[config.mk]
export PLATFORM = sky130hd
export DESIGN_NAME = fetch_queue
export DESIGN_NICKNAME = d
export VERILOG_FILES = /design/src/rtl/fetch_queue_pkg.sv /design/src/rtl/fetch_queue_ram.sv /design/src/rtl/fetch_queue.sv
export SDC_FILE = /design/constraint.sdc
export NUM_CORES = 1
export LEC_CHECK = 0
export CELL_PAD_IN_SITES_DETAIL_PLACEMENT = 0
export CELL_PAD_IN_SITES_GLOBAL_PLACEMENT = 1
export CORE_ASPECT_RATIO = 0.5
export CORE_MARGIN = 4
export CORE_UTILIZATION = 25
export CTS_BUF_LIST = sky130_fd_sc_hd__clkbuf_16
export CTS_CLUSTER_DIAMETER = 120
export DETAILED_ROUTE_END_ITERATION = 6
export HOLD_SLACK_MARGIN = 0.15
export MAX_ROUTING_LAYER = met4
export PLACE_DENSITY = 0.54
export SETUP_SLACK_MARGIN = 0.15
export SLEW_MARGIN = 20
export SYNTH_ARGS = -nofsm -noshare
export SYNTH_HDL_FRONTEND = slang
export SYNTH_SLANG_ARGS = --single-unit
[constraint.sdc]
create_clock -name clk -period 10.4 [get_ports clk]
set_input_delay 1.56 -clock clk [delete_from_list [all_inputs] [get_ports clk]]
set_output_delay 1.56 -clock clk [all_outputs]
set_load 0.01 [all_outputs]
[src/rtl/fetch_queue_pkg.sv]
// Shared core constants for fetch, decode and noper logic: NOP encoding,
// register-field positions and the sequential PC increment.
package fetch_queue_pkg;

  localparam logic [31:0] NOP_INST = 32'h0000_0013;
  localparam logic [31:0] PC_INC   = 32'd4;
  localparam int          RS1_LSB  = 15;
  localparam int          RS2_LSB  = 20;
  localparam int          REG_W    = 5;
  localparam int          ENTRY_W  = 64;

  // Redirects always land on a word boundary.
  function automatic logic [31:0] align_pc(input logic [31:0] pc);
    return {pc[31:2], 2'b00};
  endfunction

endpackage

[src/rtl/fetch_queue_ram.sv]
// Entry storage for the fetch queue: DEPTH x 64 bits, one synchronous write
// port, one asynchronous read port, contents never reset.
module fetch_queue_ram
  import fetch_queue_pkg::*;
#(
  parameter int DEPTH = 4,
  parameter int AW    = $clog2(DEPTH)
) (
  input  logic               clk,
  input  logic               we_i,
  input  logic [AW-1:0]      waddr_i,
  input  logic [ENTRY_W-1:0] wdata_i,
  input  logic [AW-1:0]      raddr_i,
  output logic [ENTRY_W-1:0] rdata_o
);

  logic [ENTRY_W-1:0] mem_q [DEPTH];

  always_ff @(posedge clk) begin
    if (we_i) mem_q[waddr_i] <= wdata_i;
  end

  assign rdata_o = mem_q[raddr_i];

endmodule

[src/rtl/fetch_queue.sv]
// Instruction fetch queue: fetches sequentially into a FWFT buffer, flushed by
// decode/execute redirects. Define FETCH_QUEUE_PERF_EN to add perf counters.
module fetch_queue
  import fetch_queue_pkg::*;
#(
  parameter int          DEPTH    = 4,
  parameter logic [31:0] RESET_PC = 32'h0000_0000,
  parameter int          AW       = $clog2(DEPTH),
  parameter int          CW       = $clog2(DEPTH) + 1
) (
  input  logic          clk,
  input  logic          rst,
  output logic [31:0]   iaddr,
  input  logic [31:0]   idata,
  input  logic          iready_n,
  input  logic          keep,
  input  logic          branch_PC_early_contral,
  input  logic [31:0]   branch_PC_early,
  input  logic          branch_PC_contral,
  input  logic [31:0]   branch_PC,
  output logic          inst_valid,
  output logic [31:0]   Instraction_pype,
  output logic [31:0]   PC_pype0,
  output logic [31:0]   PCp4_pype0,
  output logic [4:0]    fornop_register1_pype,
  output logic [4:0]    fornop_register2_pype,
`ifdef FETCH_QUEUE_PERF_EN
  output logic [31:0]   perf_fetch,
  output logic [31:0]   perf_stall,
  output logic [31:0]   perf_flush,
`endif
  output logic [CW-1:0] q_count
);

  localparam logic [CW-1:0] DEPTH_C = CW'(DEPTH);

  logic [31:0]        fetch_pc_q, fetch_pc_d;
  logic [AW-1:0]      wr_ptr_q, wr_ptr_d;
  logic [AW-1:0]      rd_ptr_q, rd_ptr_d;
  logic [CW-1:0]      count_q, count_d;
  logic               redirect, push, pop;
  logic [31:0]        redirect_pc;
  logic [ENTRY_W-1:0] head_entry;
  logic [31:0]        head_inst, head_pc;

  assign redirect    = branch_PC_contral | branch_PC_early_contral;
  assign redirect_pc = align_pc(branch_PC_contral ? branch_PC : branch_PC_early);

  // A pop never makes room for a push in the same cycle: fullness is judged
  // on the occupancy at the start of the cycle.
  assign push = !iready_n && (count_q < DEPTH_C) && !redirect;
  assign pop  = inst_valid && !keep && !redirect;

  always_comb begin
    fetch_pc_d = fetch_pc_q;
    wr_ptr_d   = wr_ptr_q;
    rd_ptr_d   = rd_ptr_q;
    count_d    = count_q;
    if (redirect) begin
      fetch_pc_d = redirect_pc;
      wr_ptr_d   = '0;
      rd_ptr_d   = '0;
      count_d    = '0;
    end else begin
      if (push) begin
        fetch_pc_d = fetch_pc_q + PC_INC;
        wr_ptr_d   = wr_ptr_q + 1'b1;
      end
      if (pop) rd_ptr_d = rd_ptr_q + 1'b1;
      case ({push, pop})
        2'b10:   count_d = count_q + 1'b1;
        2'b01:   count_d = count_q - 1'b1;
        default: count_d = count_q;
      endcase
    end
  end

  always_ff @(posedge clk) begin
    if (!rst) begin
      fetch_pc_q <= RESET_PC;
      wr_ptr_q   <= '0;
      rd_ptr_q   <= '0;
      count_q    <= '0;
    end else begin
      fetch_pc_q <= fetch_pc_d;
      wr_ptr_q   <= wr_ptr_d;
      rd_ptr_q   <= rd_ptr_d;
      count_q    <= count_d;
    end
  end

  fetch_queue_ram #(
    .DEPTH (DEPTH),
    .AW    (AW)
  ) u_ram (
    .clk     (clk),
    .we_i    (push),
    .waddr_i (wr_ptr_q),
    .wdata_i ({idata, fetch_pc_q}),
    .raddr_i (rd_ptr_q),
    .rdata_o (head_entry)
  );

  assign head_inst = head_entry[ENTRY_W-1:32];
  assign head_pc   = head_entry[31:0];

  assign iaddr      = fetch_pc_q;
  assign q_count    = count_q;
  assign inst_valid = (count_q != '0);

  // Empty queue presents a NOP at PC 0 so downstream never sees stale data.
  always_comb begin
    Instraction_pype      = NOP_INST;
    PC_pype0              = '0;
    fornop_register1_pype = '0;
    fornop_register2_pype = '0;
    if (inst_valid) begin
      Instraction_pype      = head_inst;
      PC_pype0              = head_pc;
      fornop_register1_pype = head_inst[RS1_LSB +: REG_W];
      fornop_register2_pype = head_inst[RS2_LSB +: REG_W];
    end
  end

  assign PCp4_pype0 = PC_pype0 + PC_INC;

`ifdef FETCH_QUEUE_PERF_EN
  logic [31:0] perf_fetch_q, perf_stall_q, perf_flush_q;

  always_ff @(posedge clk) begin
    if (!rst) begin
      perf_fetch_q <= '0;
      perf_stall_q <= '0;
      perf_flush_q <= '0;
    end else begin
      if (push)              perf_fetch_q <= perf_fetch_q + 32'd1;
      if (inst_valid && keep) perf_stall_q <= perf_stall_q + 32'd1;
      if (redirect)          perf_flush_q <= perf_flush_q + 32'd1;
    end
  end

  assign perf_fetch = perf_fetch_q;
  assign perf_stall = perf_stall_q;
  assign perf_flush = perf_flush_q;
`endif

endmodule

==> results of run 1 <==
==> power by group through the flow <==
stage,registers (mW),logic [mW],clock network [mW]
after floorplan,1.32,0.0616,0
after global placement,1.32,0.151,0
after detailed placement,1.33,0.153,0
after CTS,1.30,0.153,1.14
after global routing,1.30,0.163,1.19
final,1.30,0.150,1.11
==> metrics by stage <==
step / utilization / instance area [um2] / std cells / total power, mW / setup slack (ns)
global placement: 0.3131 / 15840 / 1739 / 1.474 / 4.553
global route: 0.3339 / 16890 / 1794 / 2.653 / 3.734
floorplan: - / 12910 / 876 / 1.378 / 5.677
detailed placement: 0.3131 / 15840 / 1739 / 1.478 / 4.499
finish: 0.3339 / 16890 / 1794 / 2.556 / 4.101
CTS: 0.3332 / 16850 / 1792 / 2.593 / 3.889
==> worst min-delay path, stage by stage (launching register included) <==
cell                      delay [ns]
sky130_fd_sc_hd__dfxtp_1        0.34
sky130_fd_sc_hd__nand2_1        0.06
sky130_fd_sc_hd__a21oi_1        0.06
==> synthesized netlist by cell type (3+ instances only) <==
master	instances
sky130_fd_sc_hd__a211oi_1	8
sky130_fd_sc_hd__xnor2_1	22
sky130_fd_sc_hd__or4_1	3
sky130_fd_sc_hd__mux4_2	51
sky130_fd_sc_hd__nor4_1	16
sky130_fd_sc_hd__o311ai_0	4
sky130_fd_sc_hd__or2_2	6
sky130_fd_sc_hd__clkbuf_1	37
sky130_fd_sc_hd__buf_4	16
sky130_fd_sc_hd__o22ai_1	5
sky130_fd_sc_hd__o221a_2	3
sky130_fd_sc_hd__xor2_1	19
sky130_fd_sc_hd__mux4_1	13
sky130_fd_sc_hd__nand2b_1	7
sky130_fd_sc_hd__and2_1	51
sky130_fd_sc_hd__o211ai_1	3
sky130_fd_sc_hd__nand4_1	12
sky130_fd_sc_hd__nor3_1	20
sky130_fd_sc_hd__o31ai_1	8
sky130_fd_sc_hd__and4_1	6
sky130_fd_sc_hd__o21a_1	6
sky130_fd_sc_hd__or3_1	6
sky130_fd_sc_hd__edfxtp_1	248
sky130_fd_sc_hd__buf_1	3
sky130_fd_sc_hd__nor2_1	28
sky130_fd_sc_hd__nor2b_1	11
sky130_fd_sc_hd__and3_1	8
sky130_fd_sc_hd__nand3_1	20
sky130_fd_sc_hd__buf_2	8
sky130_fd_sc_hd__o31a_1	4
sky130_fd_sc_hd__inv_1	26
sky130_fd_sc_hd__dfxtp_1	39
sky130_fd_sc_hd__a22oi_1	6
sky130_fd_sc_hd__nand2_1	61
sky130_fd_sc_hd__mux2i_1	6
sky130_fd_sc_hd__ha_1	7
sky130_fd_sc_hd__o21ai_0	17
sky130_fd_sc_hd__a21oi_1	26
sky130_fd_sc_hd__buf_6	3
==> cell families (layout without fill, tap and decap cells) <==
| group | after synthesis | in the layout |
|---|---|---|
| multiplexers | 70 | 70 |
| AND/OR/NAND/NOR | 270 | 270 |
| flip-flops | 287 | 287 |
| buffers and inverters | 95 | 323 |
| AO/OA/AOI/OAI | 99 | 99 |
| XOR/XNOR | 41 | 41 |
| adder cells (fa/ha/maj) | 8 | 8 |
| other | 1 | 6 |
==> flip-flops by register name (all words and copies together), names as in the netlist, named ones only <==
register and count:
u_ram.mem_q 248, iaddr 30, rd_ptr_q 2, q_count 3, wr_ptr_q 2
==> final cells by class <==
cell class | instances | area, um2 | share of cell area
repair buffers | 243 | 2432 | 0.1440
clock inverters | 24 | 286.5 | 0.01696
inverters | 27 | 101.3 | 0.006000
flip-flops and latches | 287 | 8235 | 0.4876
clock buffers | 29 | 725.7 | 0.04296
multi-input cells | 494 | 4247 | 0.2514
well taps | 690 | 863.3 | 0.05111
==> layer usage <==
layer	GRT usage	vias to the layer above
met5	-	-
met3	0.01767	43
met2	0.2382	122
met4	0.02719	0
li1	-	3775
met1	0.1593	4121
==> worst max path at each step <==
stage / endpoint / cells past startpoint
floorplan: PCp4_pype0[28] / 13
global placement: PCp4_pype0[31] / 7
detailed placement: PCp4_pype0[31] / 7
CTS: PCp4_pype0[31] / 7
global route: PCp4_pype0[31] / 7
finish: PCp4_pype0[31] / 7
==> cells in the final DEF, fill, tap and decap left out, drive strengths merged, types with 19 or more instances in the layout <==
master,instances
nand2,61
xor2,19
clkbuf,29
inv,30
nor3,21
clkdlybuf4s50,233
nor4,19
mux4,64
nand3,20
edfxtp,248
and2,51
a21oi,26
dfxtp,39
nor2,28
xnor2,22
==> metrics.txt, run 1 <==
# TYPE chip_impl_metric gauge
chip_impl_metric{name="first_iter_violations",unit=""} 430
chip_impl_info{name="worst_hold_path.endpoint",value="wr_ptr_q[1]"} 1
chip_impl_metric{name="drt-met1-wl",unit="um"} 15570
chip_impl_metric{name="design.final.nets",unit=""} 1192
chip_impl_metric{name="antenna_violating_nets_post_route",unit=""} 0
chip_impl_metric{name="io_pins",unit=""} 244
chip_impl_metric{name="fp.dieH",unit="um"} 168.6
chip_impl_info{name="yosys_most_used_dff",value="sky130_fd_sc_hd__edfxtp_1"} 1
chip_impl_metric{name="largest_fanout_on_the_critical_path",unit=""} 38
chip_impl_metric{name="synth_async_sr_flop_share",unit=""} 0
chip_impl_metric{name="total_inserted_antenna_cells",unit=""} 0
chip_impl_metric{name="fin_crit",unit="ns"} 6.299
chip_impl_metric{name="yosys_warnings",unit=""} 0
chip_impl_metric{name="net-switching-power",unit="mW"} 0.5458
chip_impl_metric{name="hold_ws",unit="ns"} 0.5111
chip_impl_metric{name="cts-resized-gates",unit=""} 0
chip_impl_metric{name="design.die.area",unit="mm2"} 0.05550
chip_impl_metric{name="syn-cell-area",unit="mm2"} 0.01290
chip_impl_metric{name="slew_hr",unit=""} 0.2924
chip_impl_info{name="grt_setup_unrepaired",value="false"} 1
chip_impl_metric{name="grt_first_pass_wirelength",unit="um"} 54250
chip_impl_metric{name="r2r_cells",unit=""} 6
chip_impl_info{name="synth_area_leaders",value="sky130_fd_sc_hd__edfxtp_1 (58%), sky130_fd_sc_hd__mux4_2 (8.9%), sky130_fd_sc_hd__dfxtp_1 (6.1%)"} 1
chip_impl_info{name="cts-root-buf",value="sky130_fd_sc_hd__clkbuf_16"} 1
chip_impl_metric{name="timing.critical_path.buf_inv",unit=""} 2
chip_impl_metric{name="globalRoute.totalOverflow",unit=""} 0
chip_impl_metric{name="power.combinational.fraction",unit=""} 0.059
chip_impl_metric{name="cts_h_tree_depth",unit=""} 1
chip_impl_info{name="path_cells",value="buf_4 -> mux4_1 -> and4_1 -> nand4_2 -> nor4_1 -> xor2_1 -> clkdlybuf4s50_1"} 1
chip_impl_metric{name="post_cts_setup_buffer_count",unit=""} 0
chip_impl_metric{name="initial_utilization",unit=""} 0.2550
chip_impl_metric{name="sw_frac_of_total",unit=""} 0.2135
chip_impl_metric{name="grt_usage",unit=""} 0.1321
chip_impl_metric{name="power_density",unit="mW/mm2"} 151.3
chip_impl_metric{name="syn-mean-instance-area",unit="um2"} 14.81
chip_impl_metric{name="final-hold-violation-count",unit=""} 0
chip_impl_info{name="endpoint_kind",value="output port"} 1
chip_impl_info{name="crit_path_top_delay_cell",value="sky130_fd_sc_hd__dfxtp_4"} 1
chip_impl_metric{name="fin_worst_skew",unit="ns"} 0.009078
chip_impl_metric{name="grt_start_max_net_pins",unit=""} 65
chip_impl_metric{name="power.static_leakage",unit="nW"} 5.396
chip_impl_metric{name="cts-buffers-inserted",unit=""} 29
chip_impl_metric{name="multiplexer_area_fraction_after_synthesis",unit=""} 0.1202
chip_impl_metric{name="clkTransAtPathRegs",unit="ns"} 0.07
chip_impl_metric{name="timing.final.max_slew_violations",unit=""} 0
chip_impl_metric{name="route.vias.total",unit=""} 8061
chip_impl_info{name="topRoutingLayerUsed",value="met4"} 1
chip_impl_info{name="timing.hold.worst.start",value="wr_ptr_q[1]"} 1
chip_impl_metric{name="holdPathStages",unit=""} 2
chip_impl_info{name="worstSetupStartpointType",value="flip-flop"} 1
chip_impl_metric{name="gpl.final_weighted_congestion",unit=""} 0.7368
chip_impl_metric{name="grt_pass1_vias",unit=""} 8572
chip_impl_metric{name="first_pass_iters",unit=""} 4
chip_impl_info{name="cts_tree",value="done"} 1
chip_impl_metric{name="cellInternalPower",unit="mW"} 2.011
chip_impl_info{name="reg2reg_to",value="iaddr[30]"} 1
chip_impl_metric{name="regToRegSetupSlack",unit="ns"} 7.85
chip_impl_metric{name="met2RoutedLength",unit="um"} 19220
chip_impl_info{name="critical-path-top-delay-family",value="simple AND/OR/NAND/NOR gates"} 1
chip_impl_info{name="status",value="complete, no violations"} 1
chip_impl_metric{name="post_synth_inst_count",unit=""} 871
chip_impl_metric{name="setup_tns",unit="ns"} 0
chip_impl_metric{name="power.clock.fraction",unit=""} 0.433
chip_impl_metric{name="synth_simple_gate_area_share",unit=""} 0.1178
chip_impl_metric{name="number_of_synthesized_register_bits",unit=""} 287
chip_impl_metric{name="tritoncts_num_sinks",unit=""} 287
chip_impl_info{name="synthDominantAreaCellType",value="sky130_fd_sc_hd__edfxtp_1"} 1
chip_impl_metric{name="layout-drive-gt1-share",unit=""} 0.1196
chip_impl_metric{name="seq_area_frac_synth",unit=""} 0.6380
chip_impl_metric{name="routed-wl-met3",unit="um"} 942
chip_impl_info{name="holdCritPathClass",value="flip-flop to flip-flop"} 1
chip_impl_metric{name="core.rowCount",unit=""} 58
chip_impl_metric{name="clock_latency",unit="ns"} 0.55
chip_impl_metric{name="dp.final_hpwl",unit="um"} 24210
chip_impl_metric{name="synth.top_cell.area_share",unit=""} 0.5775
chip_impl_metric{name="route.detailed.vias_per_inst",unit=""} 4.493
chip_impl_metric{name="areaGrowthSynthToFinish",unit="%"} 30.98
chip_impl_metric{name="sequentialPowerShare",unit=""} 0.508
chip_impl_metric{name="synth_edf_count",unit=""} 248
chip_impl_metric{name="fin_crit_sh",unit=""} 0.6057
chip_impl_metric{name="dieWidth",unit="um"} 329.2
chip_impl_metric{name="synth_adder_area_share",unit=""} 0.008344
chip_impl_metric{name="maxCapViolations",unit=""} 0
chip_impl_metric{name="compound_cell_area_share_of_the_yosys_netlist",unit=""} 0.05142
chip_impl_metric{name="ctsHoldBuffers",unit=""} 0
chip_impl_metric{name="drt-total-wl",unit="um"} 36450
chip_impl_metric{name="drc",unit=""} 0
chip_impl_metric{name="synth_xor_xnor_area_share",unit=""} 0.02785
chip_impl_info{name="critical_path.reg2reg.startpoint",value="iaddr[3]"} 1
chip_impl_metric{name="cp.required",unit="ns"} 8.84
chip_impl_metric{name="worst_slew_pin_slew",unit="ns"} 1.061
chip_impl_info{name="worstSetupPathType",value="flip-flop to output port"} 1
chip_impl_metric{name="fmaxAchievable",unit="GHz"} 0.1588
chip_impl_metric{name="final-setup-viol-count",unit=""} 0
chip_impl_metric{name="crit_arrival",unit="ns"} 4.74
chip_impl_metric{name="grt_antenna_before_repair",unit=""} 0
chip_impl_metric{name="coreArea",unit="mm2"} 0.05058
chip_impl_info{name="synth_top_family_by_area",value="multiplexers"} 1
chip_impl_metric{name="critPathMaxStageDelay",unit="ns"} 0.74
chip_impl_metric{name="nFillCells",unit=""} 4940
chip_impl_metric{name="post_synth_num_cell_types",unit=""} 62
chip_impl_metric{name="wire_per_inst",unit="um"} 20.32
chip_impl_metric{name="ctsLongestPathBuffers",unit=""} 3
chip_impl_metric{name="vdd.ir_drop.worst",unit="mV"} 0.07793
chip_impl_metric{name="place.port_buffers",unit=""} 233
Power figures use the tool's default switching activity.
==> run 2, diff against run 1 <==
- PLACE_DENSITY: 0.54 -> 0.56
- clock period: 10.4 -> 5.6 ns (I/O delays scaled with it)
==> metrics.txt, run 2 (same netlist as run 1, synthesis figures left out) <==
# TYPE chip_impl_metric gauge
chip_impl_metric{name="clock_latency",unit="ns"} 0.56
chip_impl_metric{name="grt_antenna_before_repair",unit=""} 0
chip_impl_info{name="critical_path.reg2reg.startpoint",value="iaddr[9]"} 1
chip_impl_info{name="status",value="complete, no violations"} 1
chip_impl_info{name="layout_commonest_cell",value="sky130_fd_sc_hd__edfxtp_1"} 1
chip_impl_metric{name="route.detailed.vias_per_inst",unit=""} 4.544
chip_impl_metric{name="power_density",unit="mW/mm2"} 276.3
chip_impl_info{name="critical_path.startpoint",value="q_count[2]"} 1
chip_impl_info{name="timing.hold.worst.start",value="wr_ptr_q[1]"} 1
chip_impl_metric{name="dp_worst_setup_slack",unit="ns"} 0.9254
chip_impl_metric{name="dp.final_hpwl",unit="um"} 25010
chip_impl_metric{name="final-setup-viol-count",unit=""} 0
chip_impl_metric{name="drc",unit=""} 0
chip_impl_metric{name="r2r_cells",unit=""} 4
chip_impl_metric{name="design.die.area",unit="mm2"} 0.05550
chip_impl_metric{name="finish.cell_count_without_fillers",unit=""} 1803
chip_impl_info{name="worstSetupStartpointType",value="flip-flop"} 1
chip_impl_metric{name="fin_crit_sh",unit=""} 0.9027
chip_impl_metric{name="slew_hr",unit=""} 0.2885
chip_impl_metric{name="nFillCells",unit=""} 4955
chip_impl_metric{name="first_pass_iters",unit=""} 4
chip_impl_info{name="holdCritPathClass",value="flip-flop to flip-flop"} 1
chip_impl_metric{name="grt_first_pass_wirelength",unit="um"} 54450
chip_impl_info{name="worstSetupPathType",value="flip-flop to output port"} 1
chip_impl_metric{name="core.rowCount",unit=""} 58
chip_impl_metric{name="io_pins",unit=""} 244
chip_impl_metric{name="cp.required",unit="ns"} 4.76
chip_impl_metric{name="tritoncts_num_sinks",unit=""} 287
chip_impl_metric{name="largest_fanout_on_the_critical_path",unit=""} 27
chip_impl_metric{name="vdd.ir_drop.worst",unit="mV"} 0.1549
chip_impl_metric{name="antenna_violating_nets_post_route",unit=""} 0
chip_impl_metric{name="dieWidth",unit="um"} 329.2
chip_impl_metric{name="ctsHoldBuffers",unit=""} 0
chip_impl_metric{name="gpl.final_weighted_congestion",unit=""} 0.7873
chip_impl_metric{name="fin_crit",unit="ns"} 5.055
chip_impl_metric{name="power.static_leakage",unit="nW"} 5.429
chip_impl_metric{name="power.total",unit="mW"} 4.676
chip_impl_metric{name="fmaxAchievable",unit="GHz"} 0.1978
chip_impl_metric{name="grt_start_max_net_pins",unit=""} 63
chip_impl_metric{name="cts_h_tree_depth",unit=""} 1
chip_impl_metric{name="route.vias.total",unit=""} 8192
chip_impl_metric{name="post_cts_setup_buffer_count",unit=""} 0
chip_impl_metric{name="fp.dieH",unit="um"} 168.6
chip_impl_metric{name="drt-total-wl",unit="um"} 36360
chip_impl_metric{name="maxCapViolations",unit=""} 0
chip_impl_metric{name="ctsLongestPathBuffers",unit=""} 3
chip_impl_metric{name="design.final.nets",unit=""} 1199
chip_impl_info{name="registers.top_by_ff_count",value="u_ram.mem_q"} 1
chip_impl_metric{name="grt_usage",unit=""} 0.1323
chip_impl_metric{name="multi_input_comb_area",unit="mm2"} 0.004249
chip_impl_metric{name="setup_slack",unit="ns"} 0.5448
chip_impl_metric{name="wire_per_inst",unit="um"} 20.17
chip_impl_metric{name="largest_register_ff_count",unit=""} 248
chip_impl_metric{name="coreArea",unit="mm2"} 0.05058
chip_impl_metric{name="setup_tns",unit="ns"} 0
chip_impl_metric{name="globalRoute.totalOverflow",unit=""} 0
chip_impl_metric{name="worst_slew_pin_slew",unit="ns"} 1.067
chip_impl_metric{name="holdPathStages",unit=""} 2
chip_impl_metric{name="timing.final.max_slew_violations",unit=""} 0
chip_impl_metric{name="clkTransAtPathRegs",unit="ns"} 0.07
chip_impl_info{name="most-common-layout-cells",value="sky130_fd_sc_hd__edfxtp_1 (248), sky130_fd_sc_hd__clkdlybuf4s50_1 (233), sky130_fd_sc_hd__nand2_1 (61)"} 1
chip_impl_info{name="endpoint_kind",value="output port"} 1
chip_impl_metric{name="place.port_buffers",unit=""} 233
chip_impl_info{name="cts_tree",value="done"} 1
chip_impl_metric{name="numPlacedInstances",unit=""} 1746
chip_impl_metric{name="first_iter_violations",unit=""} 309
chip_impl_metric{name="crit_arrival",unit="ns"} 4.22
chip_impl_metric{name="final-hold-violation-count",unit=""} 0
chip_impl_metric{name="initial_utilization",unit=""} 0.2550
chip_impl_metric{name="ff_latch_area",unit="mm2"} 0.008235
chip_impl_metric{name="fin_worst_skew",unit="ns"} 0.01960
chip_impl_info{name="grt_setup_unrepaired",value="false"} 1
chip_impl_metric{name="areaGrowthSynthToFinish",unit="%"} 31.25
chip_impl_info{name="cts-root-buf",value="sky130_fd_sc_hd__clkbuf_16"} 1
chip_impl_metric{name="cts-buffers-inserted",unit=""} 30
chip_impl_metric{name="layout-drive-gt1-share",unit=""} 0.1267
chip_impl_metric{name="total_inserted_antenna_cells",unit=""} 0
chip_impl_metric{name="grt_pass1_vias",unit=""} 8726
[run 2: cell count changes in the layout (fill, tap and decap cells not counted)]
| cell | before | now |
|---|---|---|
| sky130_fd_sc_hd__nor2b_1 | 11 | 10 |
| sky130_fd_sc_hd__buf_16 | 0 | 1 |
| sky130_fd_sc_hd__clkbuf_16 | 29 | 31 |
| sky130_fd_sc_hd__inv_6 | 1 | 2 |
| sky130_fd_sc_hd__nor2b_2 | 0 | 1 |
| sky130_fd_sc_hd__clkinv_2 | 3 | 7 |
| sky130_fd_sc_hd__clkinv_4 | 3 | 2 |
| sky130_fd_sc_hd__inv_1 | 28 | 29 |
| sky130_fd_sc_hd__bufinv_16 | 6 | 3 |
| sky130_fd_sc_hd__buf_4 | 8 | 14 |
| sky130_fd_sc_hd__buf_12 | 2 | 1 |
| sky130_fd_sc_hd__inv_2 | 1 | 0 |
[run 2: worst max-delay path, cell delays in order, from the launching register on]
cell                              delay, ns
sky130_fd_sc_hd__dfxtp_1               0.45
sky130_fd_sc_hd__nor3_2                0.06
sky130_fd_sc_hd__buf_4                 0.21
sky130_fd_sc_hd__clkinv_2              0.35
sky130_fd_sc_hd__nand2_1               0.12
sky130_fd_sc_hd__inv_1                 0.10
sky130_fd_sc_hd__ha_1                  0.21
sky130_fd_sc_hd__nand3_1               0.24
sky130_fd_sc_hd__or4b_1                0.82
sky130_fd_sc_hd__nor4_4                0.30
sky130_fd_sc_hd__xor2_1                0.18
sky130_fd_sc_hd__clkdlybuf4s50_1       0.60
[run 2: metrics by stage]
step | hold WS (ns) | utilization | instance area (um2)
5_1_grt | 0.5653 | 0.3346 | 16930
3_5_place_dp | 0.4955 | 0.3144 | 15900
2_1_floorplan | 0.4692 | - | 12910
3_3_place_gp | 0.4800 | 0.3144 | 15900
4_1_cts | 0.5046 | 0.3340 | 16900
6_report | 0.4990 | 0.3346 | 16930
[run 2: per-layer routing]
metal,vias to the layer above,global-route usage,part of all wire
li1,3786,-,-
met1,4175,0.1545,0.41
met2,159,0.2396,0.53
met3,72,0.01849,0.029
met4,0,0.03631,0.028
met5,-,-,0
[run 2: timing repair]
action | CTS | global route
endpoints found under the setup margin | 0 | 3
hold endpoints to repair | 0 | 0
gates resized for setup | 0 | 1
[run 2: final timing paths]
| kind | end | slack, ns |
|---|---|---|
| worst max-delay path | PCp4_pype0[30] | 0.54 |
| worst min-delay path | wr_ptr_q[1] | 0.50 |
| worst max register to register | iaddr[31] | 2.98 |
| worst min register to register | wr_ptr_q[1] | 0.50 |
[run 2: layout make-up]
| class | count | share of cell area |
|---|---|---|
| clock inverters | 25 | 0.01271 |
| flip-flops and latches | 287 | 0.4865 |
| clock buffers | 31 | 0.04583 |
| inverters | 27 | 0.006061 |
| multi-input cells | 494 | 0.2510 |
| well taps | 690 | 0.05101 |
| repair buffers | 249 | 0.1468 |
[run 2: power breakdown]
group | total, mW | switching (mW) | leakage, nW | internal, mW
Sequential | 2.41 | 0.0537 | 2.57 | 2.36
Clock | 1.98 | 0.834 | 0.490 | 1.15
Combinational | 0.282 | 0.131 | 2.37 | 0.151
